**src/rtl/mmio_bus_master.sv**
```systemverilog
// Debug/loader bus initiator: turns single or burst commands (byte/half/word)
// into peripheral bus strobes and returns read data or write completion.
module mmio_bus_master (
    input  logic        clk_in,
    input  logic        sys_rstn,
    input  logic        cmd_valid,
    output logic        cmd_ready,
    input  logic        cmd_write,
    input  logic [31:0] cmd_addr,
    input  logic [1:0]  cmd_size,
    input  logic [3:0]  cmd_len,
    input  logic        wr_valid,
    output logic        wr_ready,
    input  logic [31:0] wr_data,
    output logic        rsp_valid,
    input  logic        rsp_ready,
    output logic [31:0] rsp_data,
    output logic        rsp_err,
    output logic        rsp_last,
    output logic [3:0]  bus_we,
    output logic [31:0] bus_addr,
    output logic [31:0] bus_wdata,
    input  logic [31:0] bus_rdata
);

    // cmd, wr and rsp streams: a transfer happens on a rising edge where valid
    // and ready are both high; the source holds valid and payload until then.
    typedef enum logic [2:0] {IDLE, WDATA, WSTB, RSTB, RESP} state_t;

    state_t      state;
    state_t      state_nxt;
    logic [1:0]  size_q;
    logic [4:0]  beats_q;
    logic        cmd_bad;
    logic [31:0] step;
    logic [3:0]  we_lane;
    logic [31:0] wdata_lane;
    logic [31:0] rd_lane;

    always_comb begin
        cmd_bad = (cmd_size == 2'b11) ||
                  (cmd_size == 2'b01 && cmd_addr[0]) ||
                  (cmd_size == 2'b10 && cmd_addr[1:0] != 2'b00);
    end

    always_comb begin
        step       = 32'd4;
        we_lane    = 4'b1111;
        wdata_lane = wr_data;
        rd_lane    = bus_rdata;
        case (size_q)
            2'b00: begin
                step       = 32'd1;
                we_lane    = 4'b0001 << bus_addr[1:0];
                wdata_lane = {4{wr_data[7:0]}};
                case (bus_addr[1:0])
                    2'b00:   rd_lane = {24'd0, bus_rdata[7:0]};
                    2'b01:   rd_lane = {24'd0, bus_rdata[15:8]};
                    2'b10:   rd_lane = {24'd0, bus_rdata[23:16]};
                    default: rd_lane = {24'd0, bus_rdata[31:24]};
                endcase
            end
            2'b01: begin
                step       = 32'd2;
                we_lane    = 4'b0011 << {bus_addr[1], 1'b0};
                wdata_lane = {2{wr_data[15:0]}};
                rd_lane    = bus_addr[1] ? {16'd0, bus_rdata[31:16]} : {16'd0, bus_rdata[15:0]};
            end
            default: ;
        endcase
    end

    always_ff @(posedge clk_in or negedge sys_rstn) begin
        if (!sys_rstn) state <= IDLE;
        else           state <= state_nxt;
    end

    always_comb begin
        state_nxt = state;
        case (state)
            IDLE:  if (cmd_valid) state_nxt = cmd_bad ? RESP : (cmd_write ? WDATA : RSTB);
            WDATA: if (wr_valid) state_nxt = WSTB;
            WSTB:  state_nxt = (beats_q > 5'd1) ? WDATA : RESP;
            RSTB:  state_nxt = RESP;
            RESP:  if (rsp_ready) state_nxt = (rsp_err || rsp_last) ? IDLE : RSTB;
            default: state_nxt = IDLE;
        endcase
    end

    always_comb begin
        cmd_ready = (state == IDLE);
        wr_ready  = (state == WDATA);
        rsp_valid = (state == RESP);
    end

    // bus_we is set only on the WDATA->WSTB edge, so it is nonzero for WSTB alone.
    always_ff @(posedge clk_in or negedge sys_rstn) begin
        if (!sys_rstn) begin
            size_q    <= 2'b00;
            beats_q   <= 5'd0;
            bus_addr  <= 32'd0;
            bus_wdata <= 32'd0;
            bus_we    <= 4'd0;
            rsp_data  <= 32'd0;
            rsp_err   <= 1'b0;
            rsp_last  <= 1'b0;
        end else begin
            bus_we <= 4'd0;
            case (state)
                IDLE: if (cmd_valid) begin
                    size_q   <= cmd_size;
                    beats_q  <= {1'b0, cmd_len} + 5'd1;
                    bus_addr <= cmd_addr;
                    rsp_data <= 32'd0;
                    rsp_err  <= cmd_bad;
                    rsp_last <= cmd_bad;
                end
                WDATA: if (wr_valid) begin
                    bus_wdata <= wdata_lane;
                    bus_we    <= we_lane;
                end
                WSTB: begin
                    bus_addr <= bus_addr + step;
                    beats_q  <= beats_q - 5'd1;
                    if (beats_q == 5'd1) begin
                        rsp_data <= 32'd0;
                        rsp_err  <= 1'b0;
                        rsp_last <= 1'b1;
                    end
                end
                RSTB: begin
                    rsp_data <= rd_lane;
                    rsp_err  <= 1'b0;
                    rsp_last <= (beats_q == 5'd1);
                end
                RESP: if (rsp_ready && !rsp_err && !rsp_last) begin
                    bus_addr <= bus_addr + step;
                    beats_q  <= beats_q - 5'd1;
                end
                default: ;
            endcase
        end
    end

endmodule

```
**config.mk**
```make
export PLATFORM = sky130hd
export DESIGN_NAME = mmio_bus_master
export DESIGN_NICKNAME = d
export VERILOG_FILES = /design/src/rtl/mmio_bus_master.sv
export SDC_FILE = /design/constraint.sdc
export NUM_CORES = 1
export LEC_CHECK = 0
export CELL_PAD_IN_SITES_DETAIL_PLACEMENT = 0
export CELL_PAD_IN_SITES_GLOBAL_PLACEMENT = 1
export CORE_UTILIZATION = 36
export DETAILED_ROUTE_END_ITERATION = 7
export GPL_ROUTABILITY_DRIVEN = 0
export PLACE_DENSITY = 0.94
export SKIP_CTS_REPAIR_TIMING = 1
export SYNTH_ARGS = -nofsm -noshare
export SYNTH_HDL_FRONTEND = slang
export SYNTH_SLANG_ARGS = --single-unit
```
**constraint.sdc**
```tcl
create_clock -name clk_in -period 5.9 [get_ports clk_in]
set_clock_uncertainty 0.2 [all_clocks]
set_input_delay 1.18 -clock clk_in [delete_from_list [all_inputs] [get_ports clk_in]]
set_output_delay 1.18 -clock clk_in [all_outputs]
set_load 0.02 [all_outputs]
```
# Word level (Yosys, flattened, before mapping)
# Cells that the tools add are included.
[totals]
regBits = 112
output_inout_bits = 105
wordCells = 81
[classes]
add_sub_neg = 3
n_lt_le_gt_ge = 1
eq_ne = 16
n_shift = 2
n_mux = 30
n_reduce_logical = 20
[op_table]
columns = ["op", "count"]
rows = [
  ["32-bit case mux with 3 select lines", 2],
  ["32-bit two-way mux", 4],
  ["32-bit case mux with 2 select lines", 2],
  ["32-bit adder", 1],
  ["8-bit case mux with 3 select lines", 1],
  ["16-bit two-way mux", 1],
  ["3-bit two-way mux", 5],
  ["3-bit case mux with 5 select lines", 1],
  ["5-bit case mux with 3 select lines", 1],
  ["5-bit two-way mux", 2],
  ["3-bit AND reduction", 3],
  ["4-bit two-way mux", 2],
  ["4-bit case mux with 2 select lines", 1],
  ["2-bit by 1-bit equality test with 1-bit output (second input constant)", 3],
  ["2-bit equality test (second input constant)", 3],
  ["3-bit by 2-bit equality test with 1-bit output (second input constant)", 2],
  ["2-bit inequality test (second input constant)", 3],
  ["1-bit case mux with 3 select lines", 2],
  ["3-bit case mux with 2 select lines", 1],
  ["3-bit nonzero test", 2],
  ["4-bit by 1-bit adder with 5-bit output (second input constant)", 1],
  ["5-bit by 1-bit equality test with 1-bit output (second input constant)", 1],
  ["5-bit by 1-bit > comparator with 1-bit output (second input constant)", 1],
  ["5-bit by 1-bit subtractor with 5-bit output (second input constant)", 1],
  ["14 further kinds", 26],
]

# Logic depth before layout (Yosys ltp)
# Gate-level depths: netlist of the first run.
[logic_depth]
ltp_word = 7
ltp_mapped = 11
mapped_depth_nobuf = 9

# Worst setup path after synthesis of the first run
# OpenSTA, ideal clock, no wires.
[synth_path]
kind = "reg2reg"
from = "register size_q[0]"
to = "register bus_addr[30]"
arrival_ps = 2721
required_time_ps = 5601
path_slack_ps = 2880
stages_incl_launch_ff = 12
period_less_slack_ps = 3020
cell_sequence = "dfrtp_1 -> clkbuf_1 -> buf_1 -> clkbuf_1 -> nand2_1 -> xnor2_1 -> ha_1 -> a21oi_1 -> or2_2 -> nor3_2 -> a211oi_1 -> a311oi_1"
[synth_via]
elab_chain_cells = 5
[synth_lines]
columns = ["item", "line_no", "rtl"]
rows = [
  ["start: declaration", "32", "logic [1:0] size_q;"],
  ["start signal: assignment", "111", "size_q <= cmd_size;"],
  ["2-bit by 1-bit equality test with 1-bit output / 2-bit logical NOT (equally long branches)", "51", "case (size_q)"],
  ["3-bit case mux with 2 select lines *", "51", ""],
  ["32-bit adder *", "123, 137", ""],
  ["32-bit two-way mux", "136", "RESP: if (rsp_ready && !rsp_err && !rsp_last) begin"],
  ["32-bit case mux with 3 select lines *", "109", "case (state)"],
  ["end signal: assignment", "113", "bus_addr <= cmd_addr;"],
  ["end signal: assignment", "123", "bus_addr <= bus_addr + step;"],
  ["end signal: assignment", "137", "bus_addr <= bus_addr + step;"],
  ["end: declaration", "21", "output logic [31:0] bus_addr,"],
]
# Every way passes the cells marked *; elsewhere a longest branch is shown, timed or not. The select of a mux whose other input is x is not followed.
# A chain may end at the register's enable or synchronous reset.

# Final worst setup path of the first run
[layout_path]
from = "register state[0]"
to = "output port wr_ready"
[layout_via]
elab_chain_cells = 1
[layout_lines]
columns = ["item", "line_no", "rtl"]
rows = [
  ["start: declaration", "30", "state_t state;"],
  ["start signal: assignment", "75", "else state <= state_nxt;"],
  ["3-bit by 1-bit equality test with 1-bit output", "92", "wr_ready = (state == WDATA);"],
  ["end: declaration", "13", "output logic wr_ready,"],
]
# No other way between the ends.

==> metrics.txt, run 1 <==
status=complete, no violations; Via-to-Cell Ratio=5.46; vias=5,952; Simple-Gate Fraction of Synth Area=between 10% and 20%; Mapped Cells=between 600 and 700; worst-margin pin slew=1.16 ns; Startpoint Class=flip-flop; antenna viol nets, final=0; CTS sink cnt=112; final WL=19,000 µm; Max stage delay on crit path=0.69 ns; CTS buffer count=9; Die Wd=132 µm; number of buffer and inverter stages on the critical path=3; register bit total from synthesis=between 100 and 150; CP most frequent cell=inv_1; sequential share of the synthesized area=46.1%; GRT Total Usage=between 20% and 30%; synthesized area=between 6000 and 7000 µm²; LEAKAGE=3.59 nW; hold_ws=0.279 ns; GRT overflow=0; share of synthesized registers carrying an async set or reset=between 90% and 100%; CTS tree=done; Synth Area in Adders=1.03%; area delta synth->final=41.9%; Total Nets Final=slightly below 1,000; H-tree depth=3; I/O pins=213; Clock Path Buffers=2; Starting Density=36.8%; clk slew on worst S/H paths=approximately 0.080 ns; Synth Warn #=0; CORE AREA=16,500 µm²; drc violations=0; Post-Layout Cell Count=1,091; commonest non-fill, non-tap cell in the layout=clkdlybuf4s50_1; dpl hpwl=13,400 µm; Critical Path RT=approximately 4.5 ns; mux cell area share after synthesis=4.14%; largest family of logic cells by synthesized area=compound AO/OA/AOI/OAI gates; fin util=between 50% and 60%; Worst IR Drop VDD=0.000284 V; Synth Area per Inst=between 8 and 9 µm²; first-pass GRT wire length=30,400 µm; Max-Cap Viols=0; Crit Path Max Fanout=14; Slew headroom=between 20 and 25%; CP Cell Sequence=inv_1 -> or3_1 -> inv_1 -> clkdlybuf4s50_1; unrepaired setup endpoints after global routing=false; WP data arrival=2.35 ns; Final Hold Fails=0; Synth Net Count=800; most frequent cells in the layout=211 x clkdlybuf4s50_1, 112 x dfrtp_1, 108 x nand2_1; FMAX=268 MHz; clock root buffer=clkbuf_16; Hold Crit Class=reg2reg; post-DR wirelength/cell=roughly 17 µm; distinct cell type count after synthesis=62; number of global-route vias before repair=around 5,500; period utilization=a little over three fifths; XOR/XNOR share of the synthesized area=0.576%; complex-gate fraction of the synthesized area=25.0%; Site Rows=47; die span in y=132 µm; Max Slew Vio Count=0; top cell family by delay on the critical path=buffers and inverters; Synth Flop Type=dfrtp_1; die area=17,400 µm²; FF-to-FF Start=size_q[1]$_DFFE_PN0P_; worst setup path start=state[0]$_DFFE_PN0P_; Tot Pwr=4.62 mW; hold path start=bus_wdata[6]$_DFFE_PN0P_; Final setup viols=0; worst-skew pair later-pin latency=around 0.35 ns; min cycle time layout=3.73 ns; antenna violations before repair=0; layout cell share with drive strength beyond 1=4.48%; Final TNS setup=0 ns; critical setup path kind=reg2out; pin count of the biggest net entering global routing=slightly below 70; CP Capture Type=output pin; 1st-iter DRT viols=449; placed cells=roughly 1,100; number of port buffers=roughly 210; Critical-path top delay cell=dfrtp_1; antenna cells=0; EDFF count, synth=0; first-pass iteration count of the detailed router=7; register-to-register setup slack=2.31 ns; power per cell area=536 nW/µm²
==> worst reg2reg max path: stages (launching register included) <==
cell	delay, ns
dfrtp_1	0.36
buf_4	0.28
nor2_2	0.63
ha_1	0.35
a31oi_1	0.14
a211oi_1	0.91
nand2_1	0.26
a21oi_1	0.23
a2bb2oi_1	0.17
==> cell usage after synthesis (3+ instances only) <==
cell type | count | area, µm²
and3_1 | 11 | 68.8
o22ai_1 | 9 | 56.3
xnor2_1 | 3 | 26.3
a41o_1 | 3 | 30.0
o21ai_0 | 80 | 400
clkbuf_1 | 35 | 131
a2bb2oi_1 | 10 | 87.6
nand3_1 | 15 | 75.1
nand2_1 | 109 | 409
a222oi_1 | 8 | 80.1
buf_2 | 11 | 55.1
ha_1 | 5 | 62.6
o32ai_1 | 3 | 26.3
inv_1 | 21 | 78.8
o22a_1 | 6 | 52.6
nand4_1 | 6 | 37.5
a22oi_1 | 11 | 82.6
a311oi_1 | 5 | 43.8
o21a_1 | 3 | 22.5
or3_1 | 9 | 56.3
dfrtp_1 | 112 | 2800
mux2i_1 | 24 | 240
and2_1 | 5 | 31.3
nor3_1 | 19 | 95.1
a211oi_1 | 10 | 75.1
nor2_1 | 41 | 154
a22o_1 | 16 | 140
a21o_1 | 3 | 22.5
a31oi_1 | 6 | 37.5
a21oi_1 | 43 | 215
==> sequential cells by signal (all words and copies together), names as in the netlist <==
signal and count:
beats_q 5, bus_addr 32, bus_wdata 32, bus_we 4, rsp_data 32, rsp_err 1
rsp_last 1, size_q 2, state 3
==> per-layer routing <==
layer  share of wire (%)  GRT usage (%)
met5                   0              0
met4                 1.7           6.78
met3                 6.0           3.81
met2                  46           34.0
met1                  46           31.4
==> final timing paths <==
kind | to | depth (start not counted)
setup / recovery | wr_ready | 4
hold / removal | bus_wdata[6]$_DFFE_PN0P_ | 2
setup reg to reg | bus_addr[7]$_DFFE_PN0P_ | 8
hold reg to reg | bus_wdata[6]$_DFFE_PN0P_ | 2
max in group asynchronous | beats_q[1]$_DFFE_PN0P_ | 2
min in group asynchronous | state[1]$_DFFE_PN0P_ | 1
==> kinds of logic (layout without fill, tap and decap cells) <==
family	Yosys count	after routing
AO/OA/AOI/OAI	232	232
flip-flops	112	112
multiplexers	25	25
AND/OR/NAND/NOR	237	237
XOR/XNOR	4	4
adder cells (fa/ha/maj)	5	5
buffers and inverters	72	256
==> report_power, final <==
part / internal [mW] / switching, mW
Clock: 0.347 / 0.308
Combinational: 1.11 / 1.49
Sequential: 1.07 / 0.302
Total: 2.53 / 2.10
==> final cells by class <==
cell class	instances	area, µm²
well taps	220	275
repair buffers	219	2170
flip-flops and latches	112	2800
inverters	21	78.8
clock inverters	6	72.6
fillers	1557	7900
clock buffers	10	239
multi-input cells	503	2980
==> stage by stage <==
| stage | instance area [µm²] | setup slack [ns] |
|---|---|---|
| after floorplan | 6080 | 2.88 |
| after global placement | 8310 | 1.89 |
| after detailed placement | 8310 | 1.86 |
| after CTS | 8620 | 2.15 |
| after global routing | 8620 | 2.05 |
| final | 8620 | 2.17 |
No activity file was read; power rests on OpenSTA's default activity.
==> run 2, diff against run 1 <==
--- a/config.mk
+++ b/config.mk
@@ -7,10 +7,10 @@
 export LEC_CHECK = 0
 export CELL_PAD_IN_SITES_DETAIL_PLACEMENT = 0
 export CELL_PAD_IN_SITES_GLOBAL_PLACEMENT = 1
-export CORE_UTILIZATION = 36
+export CORE_UTILIZATION = 33
 export DETAILED_ROUTE_END_ITERATION = 7
 export GPL_ROUTABILITY_DRIVEN = 0
-export PLACE_DENSITY = 0.94
+export PLACE_DENSITY = 0.88
 export SKIP_CTS_REPAIR_TIMING = 1
 export SYNTH_ARGS = -nofsm -noshare
 export SYNTH_HDL_FRONTEND = slang
==> constraint.sdc (replaced) <==
create_clock -name clk_in -period 3.7 [get_ports clk_in]
set_clock_uncertainty 0.2 [all_clocks]
set_input_delay 0.74 -clock clk_in [delete_from_list [all_inputs] [get_ports clk_in]]
set_output_delay 0.74 -clock clk_in [all_outputs]
set_load 0.02 [all_outputs]
==> run 2 against run 1 <==
Sequential power increased by 58%. Combinational power grew 63%. Clock power increased by 45%. Wire length grew 1.5%. Core utilization down 4.1 points. First-iteration DRC count increased by 1.8%. Flip-flop and latch count stayed put. Sequential share of layout area down 0.16 points. Total power increased by 59%. Largest cell class unchanged. Largest power group unchanged. Highest routed layer unchanged.
==> metrics.txt, run 2 (synthesis results as in run 1) <==
P_int=3.99 mW (+58%); Critical-path top delay cell=clkdlybuf4s50_1; largest registers=bus_addr: 32 flops, bus_wdata: 32 flops, rsp_data: 32 flops; layout cell share with drive strength beyond 1=5.35% (+0.88 points); Clock Path Buffers=2 (unchanged); area delta synth->final=42.7%; GRT overflow=0 (unchanged); dpl hpwl=13,700 µm (+2.3%); worst-margin pin slew=0.972 ns (-0.186 ns); Max Slew Vio Count=0 (unchanged); vias=5,919 (-0.55%); Seq pwr share=29.6% (about the same); Critical Path RT=2.76 ns (-1.76 ns); CTS buffer count=9 (unchanged); clk slew on worst S/H paths=0.08 ns (about the same); number of global-route vias before repair=5,461 (+0.15%); period utilization=83.8%; CTS tree=done; commonest non-fill, non-tap cell in the layout=clkdlybuf4s50_1; die area=19,000 µm² (+9.0%); antenna cells=0 (unchanged); GRT Total Usage=20.5% (-1.6 points); Psw=3.35 mW (+60%); Comb pwr share=57.4% (+1.3 points); final WL=19,300 µm (+1.5%); FF-to-FF Start=size_q[1]$_DFFE_PN0P_; post-layout instance area=8670 µm² (+0.55%); I/O pins=213 (unchanged); antenna violations before repair=0 (unchanged); Final setup viols=0 (unchanged); Cell Area, Placed=8390 µm² (+0.93%); CP Capture Type=output pin; cells on worst reg2reg path=9 (+1); number of buffer and inverter stages on the critical path=2 (-1); min cycle time layout=about 3.1 ns; clock root buffer=clkbuf_16; most frequent cells in the layout=211 x clkdlybuf4s50_1, 111 x dfrtp_1, 108 x nand2_1; Starting Density=33.7% (-3.1 points); first-pass iteration count of the detailed router=5 (-2); Critical R2R Capture=bus_addr[30]$_DFFE_PN0P_; register-to-register setup slack=0.82 ns (-1.49 ns); FMAX=323 MHz; drc violations=0 (unchanged); CTS sink cnt=112 (unchanged); power per cell area=847 nW/µm² (+58%); LEAKAGE=3.61 nW (+0.51%); Max-Cap Viols=0 (unchanged); worst-skew pair later-pin latency=0.35 ns (about the same); Final TNS setup=0 ns (unchanged); Via-to-Cell Ratio=5.35 (-2.0%); pin count of the biggest net entering global routing=61 (-10%); Slew headroom=35.0% (+12 points); Worst IR Drop VDD=0.000374 V (+32%); unrepaired setup endpoints after global routing=false; number of port buffers=212 (unchanged); critical setup path kind=reg2out; WP data arrival=2.16 ns (-0.19 ns); Die Wd=138 µm (+4.4%); first-pass GRT wire length=30,000 µm (-1.3%); 1st-iter DRT viols=457 (+1.8%); top cell family by delay on the critical path=buffers and inverters; Total Nets Final=986 (+0.72%); die span in y=138 µm (+4.4%); status=complete, no violations; Crit Path Max Fanout=16 (+2); CP Cell Sequence=or3_1 -> inv_1 -> clkdlybuf4s50_1; CORE AREA=18,000 µm² (+9.1%); Startpoint Class=flip-flop; Sw Ratio=45.7% (+0.34 points); antenna viol nets, final=0 (unchanged); Site Rows=49 (+4.3%); Final Hold Fails=0 (unchanged); post-DR wirelength/cell=17.4 µm (about the same); Clk pwr share=13.0% (-1.2 points); Hold Crit Class=in2async; Max stage delay on crit path=0.63 ns (-0.06 ns); H-tree depth=3 (unchanged)
## run 2: routing by layer
| layer | routed length, µm | track usage, % | up-vias |
|---|---|---|---|
| li1 | - | - | 2879 |
| met3 | 1070 | 3.16 | 20 |
| met5 | 0 | 0 | - |
| met1 | 9040 | 29.1 | 2836 |
| met2 | 8860 | 31.3 | 184 |
| met4 | 301 | 7.13 | 0 |
## run 2: worst max-delay path by stage
stage / start / end / cells after the start
6_report: state[2]$_DFFE_PN0P_ / wr_ready / 3
5_1_grt: state[2]$_DFFE_PN0P_ / wr_ready / 3
4_1_cts: state[2]$_DFFE_PN0P_ / wr_ready / 3
3_5_place_dp: rsp_ready / size_q[0]$_DFFE_PN0P_ / 5
3_3_place_gp: rsp_ready / size_q[0]$_DFFE_PN0P_ / 5
2_1_floorplan: size_q[0]$_DFFE_PN0P_ / bus_addr[30]$_DFFE_PN0P_ / 11
## run 2: final cells by class
class / instances / area (µm²)
fillers: 1732 / 9360
multi-input cells: 503 / 2980
flip-flops and latches: 112 / 2800
repair buffers: 226 / 2240
well taps: 229 / 287
clock buffers: 9 / 225
inverters: 21 / 78.8
clock inverters: 7 / 56.3
## run 2: per-stage QoR
stage          utilization, %  setup WS (ns)  hold WS, ns  total power, mW  instances
2_1_floorplan               -          0.680        0.244             4.73        687
3_3_place_gp             46.5          0.411        0.259             6.35       1091
3_5_place_dp             46.5          0.391        0.262             6.41       1091
4_1_cts                  48.1          0.597        0.284             7.39       1107
5_1_grt                  48.1          0.503        0.304             7.90       1107
6_report                 48.1          0.600        0.264             7.34       1107
## run 2: power groups by stage
stage / logic [mW] / clock network (mW) / registers (mW)
2_1_floorplan: 2.14 / 0 / 2.59
3_3_place_gp: 4.17 / 0 / 2.18
3_5_place_dp: 4.23 / 0 / 2.19
4_1_cts: 4.24 / 0.981 / 2.17
5_1_grt: 4.62 / 1.03 / 2.25
6_report: 4.22 / 0.951 / 2.17
